### src/rtl/n101_async_reset_reg_bank.sv
// Shadow/committed register pair with masked write/set/clear/toggle updates and explicit commit.
// Optional committed-value parity with error injection: define N101_REGBANK_PARITY_EN.
module n101_async_reset_reg_bank #(
    parameter int               WIDTH     = 8,
    parameter logic [WIDTH-1:0] RESET_VAL = '0
) (
    input  logic             clock,
    input  logic             reset,
    input  logic             io_en,
    input  logic [1:0]       io_op,
    input  logic [WIDTH-1:0] io_d,
    input  logic [WIDTH-1:0] io_wmask,
    input  logic             io_commit,
`ifdef N101_REGBANK_PARITY_EN
    input  logic             io_perr_inj,
    output logic             io_perr,
`endif
    output logic [WIDTH-1:0] io_q,
    output logic [WIDTH-1:0] io_shadow,
    output logic             io_pending,
    output logic             io_changed
);

    typedef enum logic [1:0] {
        OP_WRITE  = 2'b00,
        OP_SET    = 2'b01,
        OP_CLEAR  = 2'b10,
        OP_TOGGLE = 2'b11
    } op_e;

    logic [WIDTH-1:0] shadow_q, shadow_d;
    logic [WIDTH-1:0] commit_q, commit_d;
    logic             pending_q, pending_d;
    logic             changed_q, changed_d;
    logic [WIDTH-1:0] upd;
    logic             do_commit;

    always_comb begin
        upd = io_d;
        case (op_e'(io_op))
            OP_SET:    upd = shadow_q | io_d;
            OP_CLEAR:  upd = shadow_q & ~io_d;
            OP_TOGGLE: upd = shadow_q ^ io_d;
            default:   upd = io_d;
        endcase
    end

    // A commit without a pending update is ignored entirely; the committed
    // register always takes the pre-update shadow when both land together.
    always_comb begin
        do_commit = io_commit && pending_q;
        shadow_d  = io_en ? ((upd & io_wmask) | (shadow_q & ~io_wmask)) : shadow_q;
        commit_d  = do_commit ? shadow_q : commit_q;
        changed_d = do_commit && (shadow_q != commit_q);
        pending_d = pending_q;
        if (io_en)
            pending_d = 1'b1;
        else if (do_commit)
            pending_d = 1'b0;
    end

    always_ff @(posedge clock or posedge reset) begin
        if (reset) begin
            shadow_q  <= RESET_VAL;
            commit_q  <= RESET_VAL;
            pending_q <= 1'b0;
            changed_q <= 1'b0;
        end else begin
            shadow_q  <= shadow_d;
            commit_q  <= commit_d;
            pending_q <= pending_d;
            changed_q <= changed_d;
        end
    end

`ifdef N101_REGBANK_PARITY_EN
    logic parity_q, parity_d;

    always_comb begin
        parity_d = do_commit ? ((^shadow_q) ^ io_perr_inj) : parity_q;
    end

    always_ff @(posedge clock or posedge reset) begin
        if (reset)
            parity_q <= ^RESET_VAL;
        else
            parity_q <= parity_d;
    end

    assign io_perr = (^commit_q) ^ parity_q;
`endif

    assign io_q       = commit_q;
    assign io_shadow  = shadow_q;
    assign io_pending = pending_q;
    assign io_changed = changed_q;

endmodule

### config.mk
export PLATFORM = sky130hd
export DESIGN_NAME = n101_async_reset_reg_bank
export DESIGN_NICKNAME = d
export VERILOG_FILES = /design/src/rtl/n101_async_reset_reg_bank.sv
export SDC_FILE = /design/constraint.sdc
export NUM_CORES = 1
export LEC_CHECK = 0
export ABC_AREA = 0
export CAP_MARGIN = 20
export CORE_UTILIZATION = 46
export DETAILED_ROUTE_END_ITERATION = 8
export GPL_ROUTABILITY_DRIVEN = 0
export PLACE_DENSITY = 0.76
export SKIP_LAST_GASP = 1
export SLEW_MARGIN = 10
export SYNTH_ARGS = -nofsm -noshare
export SYNTH_HDL_FRONTEND = slang
export SYNTH_SLANG_ARGS = --single-unit
export TNS_END_PERCENT = 1
### constraint.sdc
create_clock -name clock -period 2 [get_ports clock]
set_clock_uncertainty 0.15 [all_clocks]
set_input_delay 0.2 -clock clock [delete_from_list [all_inputs] [get_ports clock]]
set_output_delay 0.2 -clock clock [all_outputs]
set_load 0.01 [all_outputs]
==> metrics.log <==
INFO  metric routed_wire_length_per_instance = around 13 µm
INFO  metric post_route_cells_drive_above_1_share = 0.1500
INFO  metric timing.final.max_slew_violations = 0
INFO  metric final_core_utilization = 0.6786
INFO  metric power-per-cell-area = roughly 900 nW/µm²
INFO  metric clock_insertion_delay_worst_skew = 290 ps
INFO  metric timing.max_cap.violations = 0
INFO  metric max_slew.worst_pin.slew = between 400 and 500 ps
INFO  metric post_synth_top_area_cell = sky130_fd_sc_hd__dfrtp_1
INFO  metric post_cts_resize_count = 0
INFO  metric tns = 0 ps
INFO  metric detailed_place_hpwl = between 2000 and 2500 µm
INFO  metric synth_top_area_frac = 0.3611
INFO  metric yosysWarnings = 0
INFO  metric synth_cell_types = 13
INFO  metric synth.area.top_cells = sky130_fd_sc_hd__dfrtp_1 (36%), sky130_fd_sc_hd__ha_1 (16%), sky130_fd_sc_hd__mux4_2 (14%), sky130_fd_sc_hd__inv_1 (7.8%), sky130_fd_sc_hd__mux2_2 (7.2%)
INFO  metric max-clock-path-buffers = 2
INFO  metric dr.pass1.iters = 4
INFO  metric post_synth_inst_count = 117
INFO  metric critPathSlowestCell = sky130_fd_sc_hd__mux4_2
INFO  metric cts_made_buffers = 3
INFO  metric remaining_overflow_grt = 0
INFO  metric effective_utilization_at_floorplan = 0.4945
INFO  metric floorplan.core_area = about 2500 µm²
INFO  metric total_power = roughly 1.5 mW
INFO  metric worst_hold_slack = 60.98 ps
INFO  metric floorplan.die_area = a little under 3000 µm²
INFO  metric post_synthesis_sequential_element_count = 18
INFO  metric worstPathCellList = inv_1 -> ha_1 -> mux4_2 -> mux2_2
INFO  metric drt_iter0_markers = 3
INFO  metric num_rows = 18
INFO  metric final_hold_viol_count = 0
INFO  metric grt_pass1_wl = around 4100 µm
INFO  metric timing.critical_path.fanout_max = 5
INFO  metric synthesis.area_per_instance = between 10 and 15 µm²
INFO  metric arrival_time_at_the_worst_endpoint = 1830 ps
INFO  metric setup_viol = 0
INFO  metric fmaxAchievable = between 0.5 and 0.6 GHz
INFO  metric detail-route-antenna-nets = 0
INFO  metric sequentialPowerShare = 0.393
INFO  metric post-route-period-util = 0.8970
INFO  metric antenna_found_initial = 0
INFO  metric p_leak = slightly above 0.8 nW
INFO  metric tritoncts_num_sinks = 18
INFO  metric pwr-share-comb = 0.462
INFO  metric cp_slowest_stage_delay = 470 ps
INFO  metric worst_slew_margin_rel = 0.6906
INFO  metric internal_power = between 1 and 1.5 mW
INFO  metric worst_ir_drop_vdd = 604.3 µV
INFO  metric number_of_diodes_added_for_antenna_fixing = 0
INFO  metric chipWidth = between 50 and 60 µm
INFO  metric required = 2040 ps
INFO  metric htreeDepth = 1
INFO  metric power.net_switching = 524.7 µW
INFO  metric critical_path.startpoint_type = register
INFO  metric num_vias = about 940
INFO  metric io_buffer_count = 39
INFO  metric fraction_of_power_spent_switching_nets = 0.3421
INFO  metric num_io_pins = 40
INFO  metric tritoncts_clock_tree = yes
INFO  metric layout.cells.non_filler = 190
INFO  metric grt_start_max_net_pins = 19
INFO  metric syn_nets = 155
INFO  metric number_of_placed_cells_counting_well_taps = about 190
INFO  metric grt_setup_unrepaired = no
INFO  metric synthesis.area = between 1000 and 1500 µm²
INFO  metric crit_path_category = register to register
INFO  metric power.share.clock = 0.145
INFO  metric gr-usage-all-layers = 0.2001
INFO  metric reg2reg_setup_slack = roughly 200 ps
INFO  metric cts_setup_buffers = 0
INFO  metric timing.final.crit_period = 1794 ps
INFO  metric grt_pass1_vias = a little under 1000
INFO  metric synth-seq-area-share = 0.3611
INFO  metric finish.net_count = 199
INFO  metric synthToLayoutAreaGrowth = 37.21%
INFO  metric drc = 0
INFO  metric outcome = complete, no violations
INFO  metric path_clk_slew = 100 ps
INFO  metric avgViaCountPerCell = roughly 5
INFO  metric critPathCaptureType = register
INFO  metric hold_path.class = input port to asynchronous set/reset pin
INFO  metric cts.root.buffer_cell = sky130_fd_sc_hd__clkbuf_4
INFO  metric drt-total-wl = 2551 µm
INFO  metric die_height = approximately 54 µm
INFO  metric cts_hold_buffers = 0
==> final cells by class <==
cell class,count,area (µm²)
Multi-Input combinational cell,69,669.4
Sequential cell,18,450.4
Timing Repair Buffer,43,420.4
Fill cell,212,810.8
Tap cell,30,37.54
Clock buffer,4,36.28
Inverter,26,97.59
==> synthesized netlist by cell type (all sizes together) <==
cell type  count
clkbuf         2
a21o           1
o21ai          8
xor2           8
mux2           8
mux4           8
a21oi          1
dfrtp         18
inv           26
nor4           2
buf            2
ha            16
nand2         17
==> power groups by stage <==
stage | registers (mW) | clock network, mW | logic [mW]
after floorplan | 0.642 | 0 | 0.324
after global placement | 0.606 | 0 | 0.680
after detailed placement | 0.609 | 0 | 0.720
after CTS | 0.603 | 0.230 | 0.724
after global routing | 0.623 | 0.251 | 0.784
final | 0.603 | 0.223 | 0.708
==> layout by cell type (no fill, tap or decap) <==
master,n
sky130_fd_sc_hd__a21oi_1,1
sky130_fd_sc_hd__ha_1,16
sky130_fd_sc_hd__nor4_1,2
sky130_fd_sc_hd__clkbuf_4,3
sky130_fd_sc_hd__a21o_1,1
sky130_fd_sc_hd__nand2_1,17
sky130_fd_sc_hd__dfrtp_1,18
sky130_fd_sc_hd__o21ai_0,8
sky130_fd_sc_hd__clkdlybuf4s50_1,39
sky130_fd_sc_hd__buf_4,4
sky130_fd_sc_hd__mux2_2,8
sky130_fd_sc_hd__clkbuf_8,1
sky130_fd_sc_hd__mux4_2,8
sky130_fd_sc_hd__inv_1,26
sky130_fd_sc_hd__xor2_1,8
==> metal layers <==
layer | track usage | share of wire | vias up
met5 | 0 | 0 | -
met4 | 0.05128 | 0.0082 | 0
met3 | 0.03390 | 0.029 | 2
met2 | 0.3868 | 0.55 | 25
met1 | 0.2222 | 0.41 | 448
li1 | - | - | 461
==> per-stage QoR <==
stage	cell area (µm²)	setup slack [ps]
2_1_floorplan	1247	266.7
3_3_place_gp	1675	5.872
3_5_place_dp	1675	-56.66
4_1_cts	1712	203.0
5_1_grt	1712	124.2
6_report	1712	206.0
==> path summary, 6_finish.rpt <==
path                            depth (start not counted)                          to                    from
worst max-delay path                                    4                    register                register
worst min-delay path                                    3  asynchronous set/reset pin                   reset
worst max register to register                          4                    register                register
worst min register to register                          1      io_pending$_DFFE_PP0P_  io_pending$_DFFE_PP0P_
max in group asynchronous                               3  asynchronous set/reset pin                   reset
min in group clock                                      1      io_pending$_DFFE_PP0P_  io_pending$_DFFE_PP0P_
==> logic make-up after synthesis <==
family,share of synthesized area
mux,0.2167
buf+inv,0.1023
simple gates,0.06118
flops,0.3611
compound gates,0.04213
fa+ha+maj,0.1605
xor+xnor,0.05617
==> critical path, delay by kind of cell, from the launching register on <==
kind                       cells  cell delay (ps)
DFF                            1              460
buffers and inverters          1               80
adders and majority gates      1              270
muxes                          2              740
Note: power is estimated with default switching activity, not from simulation.
